### src/rtl/load_block.sv
// Write-back source selector: registers register-file write data and enable from opcode decode.
// Define LOAD_BLOCK_SIGN_EXT_EN to sign-extend the load-immediate value instead of zero-extending.
module load_block #(
  parameter int unsigned DATA_W   = 32,
  parameter int unsigned IMM_W    = 20,
  parameter logic [6:0]  OP_LOADI = 7'b1111111,
  parameter logic [6:0]  OP_ALU   = 7'b0110011,
  parameter logic [6:0]  OP_NOP   = 7'b0000000
) (
  input  logic              clk,
  input  logic              rst,
  input  logic [6:0]        OPCODE,
  input  logic [IMM_W-1:0]  INP,
  input  logic [DATA_W-1:0] ALU_OUT,
  output logic              wr_en_RF,
  output logic [DATA_W-1:0] Data_In_RF,
  output logic              illegal_op
);

  logic              wr_en_d, wr_en_q;
  logic [DATA_W-1:0] data_d, data_q;
  logic              illegal_d, illegal_q;
  logic [DATA_W-1:0] imm_ext;

  always_comb begin
    imm_ext = '0;
    imm_ext[IMM_W-1:0] = INP;
`ifdef LOAD_BLOCK_SIGN_EXT_EN
    for (int unsigned i = IMM_W; i < DATA_W; i++) begin
      imm_ext[i] = INP[IMM_W-1];
    end
`endif
  end

  // Unknown or X/Z opcodes fall to the default arm: no write, flag illegal.
  always_comb begin
    wr_en_d   = 1'b0;
    data_d    = data_q;
    illegal_d = 1'b0;
    case (OPCODE)
      OP_LOADI: begin
        wr_en_d = 1'b1;
        data_d  = imm_ext;
      end
      OP_ALU: begin
        wr_en_d = 1'b1;
        data_d  = ALU_OUT;
      end
      OP_NOP: begin
        data_d = data_q;
      end
      default: begin
        data_d    = ALU_OUT;
        illegal_d = 1'b1;
      end
    endcase
  end

  always_ff @(posedge clk or posedge rst) begin
    if (rst) begin
      wr_en_q   <= 1'b0;
      data_q    <= '0;
      illegal_q <= 1'b0;
    end else begin
      wr_en_q   <= wr_en_d;
      data_q    <= data_d;
      illegal_q <= illegal_d;
    end
  end

  assign wr_en_RF   = wr_en_q;
  assign Data_In_RF = data_q;
  assign illegal_op = illegal_q;

endmodule

### config.mk
export PLATFORM = sky130hd
export DESIGN_NAME = load_block
export DESIGN_NICKNAME = d
export VERILOG_FILES = /design/src/rtl/load_block.sv
export SDC_FILE = /design/constraint.sdc
export NUM_CORES = 1
export LEC_CHECK = 0
export CAP_MARGIN = 0
export CORE_UTILIZATION = 25
export DETAILED_ROUTE_END_ITERATION = 10
export REMOVE_ABC_BUFFERS = 1
export SETUP_SLACK_MARGIN = 0.2
export SLEW_MARGIN = 15
export SYNTH_ARGS = -nofsm -noshare
export SYNTH_HDL_FRONTEND = slang
export SYNTH_SLANG_ARGS = --single-unit
### constraint.sdc
create_clock -name clk -period 1.1 [get_ports clk]
set_clock_uncertainty 0.05 [all_clocks]
set_input_delay 0.22 -clock clk [delete_from_list [all_inputs] [get_ports clk]]
set_output_delay 0.22 -clock clk [all_outputs]
set_load 0.03 [all_outputs]
==> results of run 1 <==
cell usage after synthesis (2+ instances only):
library cell  count  share of area
a31o_2            2          0.011
o21ai_0          20          0.060
buf_6             4          0.027
nand3_1          21          0.063
inv_1            13          0.029
dfrtp_1          34           0.51
a31o_1           10          0.053
nor3_1           32          0.096
clkbuf_1         16          0.036
a31oi_1          20          0.075
nor2_1            2         0.0045
layer usage:
layer  vias to the layer above  track usage  part of all wire
met5                         -            0                 0
met4                         0       0.0447            0.0087
met3                         7       0.0425             0.079
met2                        93        0.285              0.50
met1                       888        0.217              0.42
li1                        897            -                 -
repair_timing:
item	CTS	global route
cloned	4	0
pin swaps	11	0
buffers inserted	10	4
endpoints found under the setup margin	68	68
resized for setup	83	9
per-stage QoR:
step	util	instance area, sq um	power, mW
detailed placement	0.418	2670	2.07
floorplan	-	1560	1.65
finish	0.502	3210	3.10
global placement	0.418	2670	2.07
CTS	0.490	3130	3.12
global route	0.502	3210	3.24
worst max-delay path, delay by kind of cell:
kind	cells	cell delay, ns
buffers and inverters	2	0.26
and+or+nand+nor	2	0.83
AOI/OAI and AO/OA	1	0.21
power breakdown:
part           internal [mW]  switching (mW)
logic                  0.462           0.363
registers               1.32          0.0516
clock network          0.482           0.421
total                   2.26           0.836
registers in the layout, summed over array words and instances, names as in the netlist:
register,count
wr_en_RF,1
Data_In_RF,32
illegal_op,1
cells by family (layout without fill, tap and decap cells):
family,after synthesis,after routing,synth area share
simple gates,62,62,0.193
buf+inv,34,149,0.0953
flops,34,34,0.511
compound gates,53,53,0.201
final timing paths:
check,slack (ns),from,to
max,-0.30,OPCODE[5],Data_In_RF[25]
min reg2reg,0.54,Data_In_RF[0],Data_In_RF[0]
min,0.22,rst,Data_In_RF[22]
max reg2reg,0.13,Data_In_RF[18],Data_In_RF[18]
min in group clk,0.37,OPCODE[0],wr_en_RF
max in group asynchronous,0.58,rst,Data_In_RF[0]
cell type report:
type                       instances  area, sq um  area share
clock buffer                       6         82.6      0.0258
tap                               77         96.3      0.0300
timing repair buffer             130         1380       0.430
inverter                          13         48.8      0.0152
sequential                        34          851       0.265
multi-input combinational        115          748       0.233
==> results by group, run 1 <==
Final layout
  – Antenna diodes: 0
  – Commonest non-fill, non-tap cell in the layout: clkdlybuf4s50_1
  – Syn-to-layout area delta: 92.4%
  – Net count reported at finish: 360
  – Filler-free cell count of the finished design: 375
  – Fillers: 594
  – Fraction of final layout cells sized beyond drive strength 1: 0.322
  – Commonest non-fill, non-tap cells in the layout: 53 x clkdlybuf4s50_1, 39 x buf_6, 34 x dfrtp_1, 29 x nor3_1, 26 x buf_4

Yosys
  – Syn Inst Count: 183
  – FF+latch count, synth: 34
  – Cell Area, Synth: 1670 sq um
  – Yosys warnings: 0
  – Synth async-reset ratio: 1.00
  – Post-synth cell types: 20
  – EDFF count, synth: 0
  – Seq/Total Area, Yosys: 0.511
  – Commonest register cell after synthesis: dfrtp_1
  – Synth Area per Inst: 9.11 sq um

Critical path
  – Worst path cell trace: buf_6, or4_4, or2_4, buf_16, a31o_1
  – CP Launch Type: input pin
  – WP data required: 1.22 ns
  – R2R cell count: 3
  – CP Capture Type: register
  – CP max stage delay: 0.52 ns
  – CP arrival: 1.52 ns
  – CP max-delay cell: or4_4
  – CP Class: in2reg
  – CP max FO: 10

Die
  – Core area: 6390 sq um
  – Die Span X: 83.6 microns
  – Initial Util: 0.261
  – Die area: 7000 sq um
  – Row Count: 29
  – I/O pin count: 95
  – DIE HEIGHT: 83.6 microns

Timing
  – Setup Total Neg Slack: -7.03 ns
  – Final period utilization: 1.27
  – Tmin final: 1.40 ns
  – Least-Margin Pin Slew: 0.397 ns
  – Fin Hold WS: 0.222 ns
  – Setup violators final: 35
  – Slew Limit Fails: 0
  – Max_slew headroom: 0.735
  – Hold Violations, Final: 0
  – RSZ-0062 raised after global routing: yes
  – F_max: 0.716 GHz
  – Final WS setup: -0.297 ns

Power
  – Lkg Pwr: 1.32 nW
  – Peak supply drop: 402 uV
  – PD cells: 967 nW/um^2

Global routing
  – Global-route wire length before repair: 9380 microns
  – Gr usage total: 0.170
  – Vias in the first global route: 1848
  – Largest net degree at the start of global routing: 35
  – Overflow after GRT: 0
  – Initial antenna violation count: 0

CTS
  – Root Buffer: clkbuf_8
  – Clock buffer depth: 2
  – Worst skew pair latency: 0.28 ns
  – CTS hold repair buffers: 0
  – TritonCTS buffer count: 5
  – CTS sink cnt: 34
  – CTS tree: done
  – H-tree Lvls: 2
  – Clk pin slew, worst setup/hold paths: 0.06 ns

Route
  – Via density: 5.03
  – DRT iter0 DRCs: 88
  – Total number of vias: 1885
  – Drt total wl: 5830 microns
  – First-pass detailed-route iteration total: 4
  – Post-DRT Antenna Nets: 0
  – DR DRC count: 0
  – Per-cell routed wire length: 15.6 microns

Hold path
  – HP Class: in2async

Outcome
  – Failing checks: setup timing
  – Run status: complete, but fails checks

Placement
  – Placer congestion estimate: 0.760
  – Dpl ws: -0.978 ns
  – DP HPWL: 3650 microns
  – Placed cells: 351
  – IO Port Bufs: 94

Run
  – Number of max-cap violations: 0
Power figures use the tool's default switching activity.
==> run 2, diff against run 1 <==
--- a/config.mk
+++ b/config.mk
@@ -6,8 +6,11 @@
 export NUM_CORES = 1
 export LEC_CHECK = 0
 export CAP_MARGIN = 0
-export CORE_UTILIZATION = 25
+export CELL_PAD_IN_SITES_DETAIL_PLACEMENT = 1
+export CELL_PAD_IN_SITES_GLOBAL_PLACEMENT = 1
+export CORE_UTILIZATION = 27
 export DETAILED_ROUTE_END_ITERATION = 10
+export PLACE_DENSITY_LB_ADDON = 0.1
 export REMOVE_ABC_BUFFERS = 1
 export SETUP_SLACK_MARGIN = 0.2
 export SLEW_MARGIN = 15
==> run 2 against run 1 <==
The run still ends with setup timing left. Global-route usage increased by 1.7 points. Final area is 3.0% lower. Combinational power decreased by 4.8%. Critical endpoint is now Data_In_RF[30]. Highest routed layer unchanged.
==> results by group, run 2 (same netlist as run 1, synthesis figures left out) <==
Die
  – Core area: 5920 sq um
  – Row Count: 28
  – Die area: 6490 sq um
  – Initial Util: 0.281
  – Die Span X: 80.6 microns
  – I/O pin count: 95
  – DIE HEIGHT: 80.6 microns

Critical path
  – CP arrival: 1.55 ns
  – Reg2reg start: Data_In_RF[8]
  – CP max stage delay: 0.53 ns
  – Worst Setup SP: OPCODE[1]
  – CP max-delay cell: or4_4
  – Worst path cell trace: buf_6, or4_4, or2_4, buf_12, a31o_4
  – CP Launch Type: input pin
  – CP max FO: 7
  – WP data required: 1.22 ns
  – CP Capture Type: register
  – FF-to-FF setup slack: 0.03 ns
  – CP Class: in2reg
  – R2R cell count: 3

Route
  – DR DRC count: 0
  – Total number of vias: 1816
  – Post-DRT Antenna Nets: 0
  – Drt total wl: 5730 microns
  – First-pass detailed-route iteration total: 4
  – DRT iter0 DRCs: 51
  – Via density: 4.92
  – Per-cell routed wire length: 15.5 microns

Timing
  – Least-Margin Pin Slew: 0.374 ns
  – Setup violators final: 37
  – Hold Violations, Final: 0
  – Slew Limit Fails: 0
  – Max_slew headroom: 0.748
  – Final WS setup: -0.330 ns
  – RSZ-0062 raised after global routing: yes
  – Setup Total Neg Slack: -7.89 ns
  – Final period utilization: 1.30
  – Tmin final: 1.43 ns
  – F_max: 0.700 GHz

Final layout
  – Fraction of final layout cells sized beyond drive strength 1: 0.299
  – Max reg flops: 32
  – Antenna diodes: 0
  – Net count reported at finish: 354
  – Fillers: 671
  – Commonest non-fill, non-tap cells in the layout: 53 x clkdlybuf4s50_1, 38 x buf_6, 34 x dfrtp_1, 31 x nor3_1, 24 x buf_4
  – Commonest non-fill, non-tap cell in the layout: clkdlybuf4s50_1
  – Syn-to-layout area delta: 86.6%

Run
  – Number of max-cap violations: 0

CTS
  – CTS tree: done
  – Clk pin slew, worst setup/hold paths: 0.07 ns
  – H-tree Lvls: 2
  – Worst skew pair latency: 0.28 ns
  – Root Buffer: clkbuf_8
  – TritonCTS buffer count: 5
  – CTS sink cnt: 34
  – Clock buffer depth: 2

Global routing
  – Initial antenna violation count: 0
  – Overflow after GRT: 0
  – Global-route wire length before repair: 9250 microns
  – Gr usage total: 0.187
  – Largest net degree at the start of global routing: 35
  – Vias in the first global route: 1957

Placement
  – Placer congestion estimate: 0.726
  – IO Port Bufs: 94
  – DP HPWL: 3930 microns

Power
  – Peak supply drop: 526 uV
  – Power, Total: 3.12 mW
  – Lkg Pwr: 1.27 nW
  – PD cells: 1000 nW/um^2

Outcome
  – Failing checks: setup timing
  – Run status: complete, but fails checks

Hold path
  – HP Class: in2async
-- run 2: through the flow --
step                      hold slack [ns]  std cells  setup WS (ns)  cell area [sq um]  utilization
after global routing                0.250        369         -0.365               3110        0.525
final                               0.230        369         -0.330               3110        0.525
after global placement              0.493        350         -0.966               2670        0.452
after detailed placement            0.506        350         -0.984               2670        0.452
after floorplan                     0.312        162         -0.919               1560            -
after CTS                           0.239        363         -0.298               3020        0.511
-- run 2: repair_timing --
item,4_1_cts,5_1_grt
hold buffers,0,0
setup endpoints to repair,68,68
cloned,1,0
buffers inserted,4,6
resized for setup,80,6
hold endpoints to repair,0,0
pin swaps,11,3
-- run 2: worst max-delay path, delay by kind of cell --
| family | cells | cell delay, ns |
|---|---|---|
| simple gates | 2 | 0.85 |
| buf+inv | 2 | 0.25 |
| compound gates | 1 | 0.23 |
-- run 2: routing by layer --
metal	wire length, microns	part of all wire	vias to the layer above	track usage
met5	0	0	-	0
met4	88	0.015	0	0.0571
met3	410	0.072	9	0.0568
met2	2720	0.47	63	0.307
met1	2510	0.44	854	0.234
li1	-	-	890	-
-- run 2: final timing paths --
| check | to |
|---|---|
| setup reg to reg | Data_In_RF[8] |
| max in group asynchronous | Data_In_RF[13] |
| min in group clk | wr_en_RF |
| hold reg to reg | Data_In_RF[4] |
| hold / removal | Data_In_RF[20] |
| setup / recovery | Data_In_RF[30] |
-- run 2: area by class of cell --
cell class                 instances  area (sq um)  area share
sequential                        34           851       0.274
multi-input combinational        115           734       0.236
tap                               75          93.8      0.0302
clock buffer                       6          82.6      0.0266
inverter                          13          48.8      0.0157
clock inverter                     2          12.5     0.00402
timing repair buffer             124          1290       0.414
-- run 2: where the power goes --
part | switching [mW] | internal [mW]
combinational | 0.347 | 0.438
clock | 0.461 | 0.503
sequential | 0.0520 | 1.32
total | 0.860 | 2.26
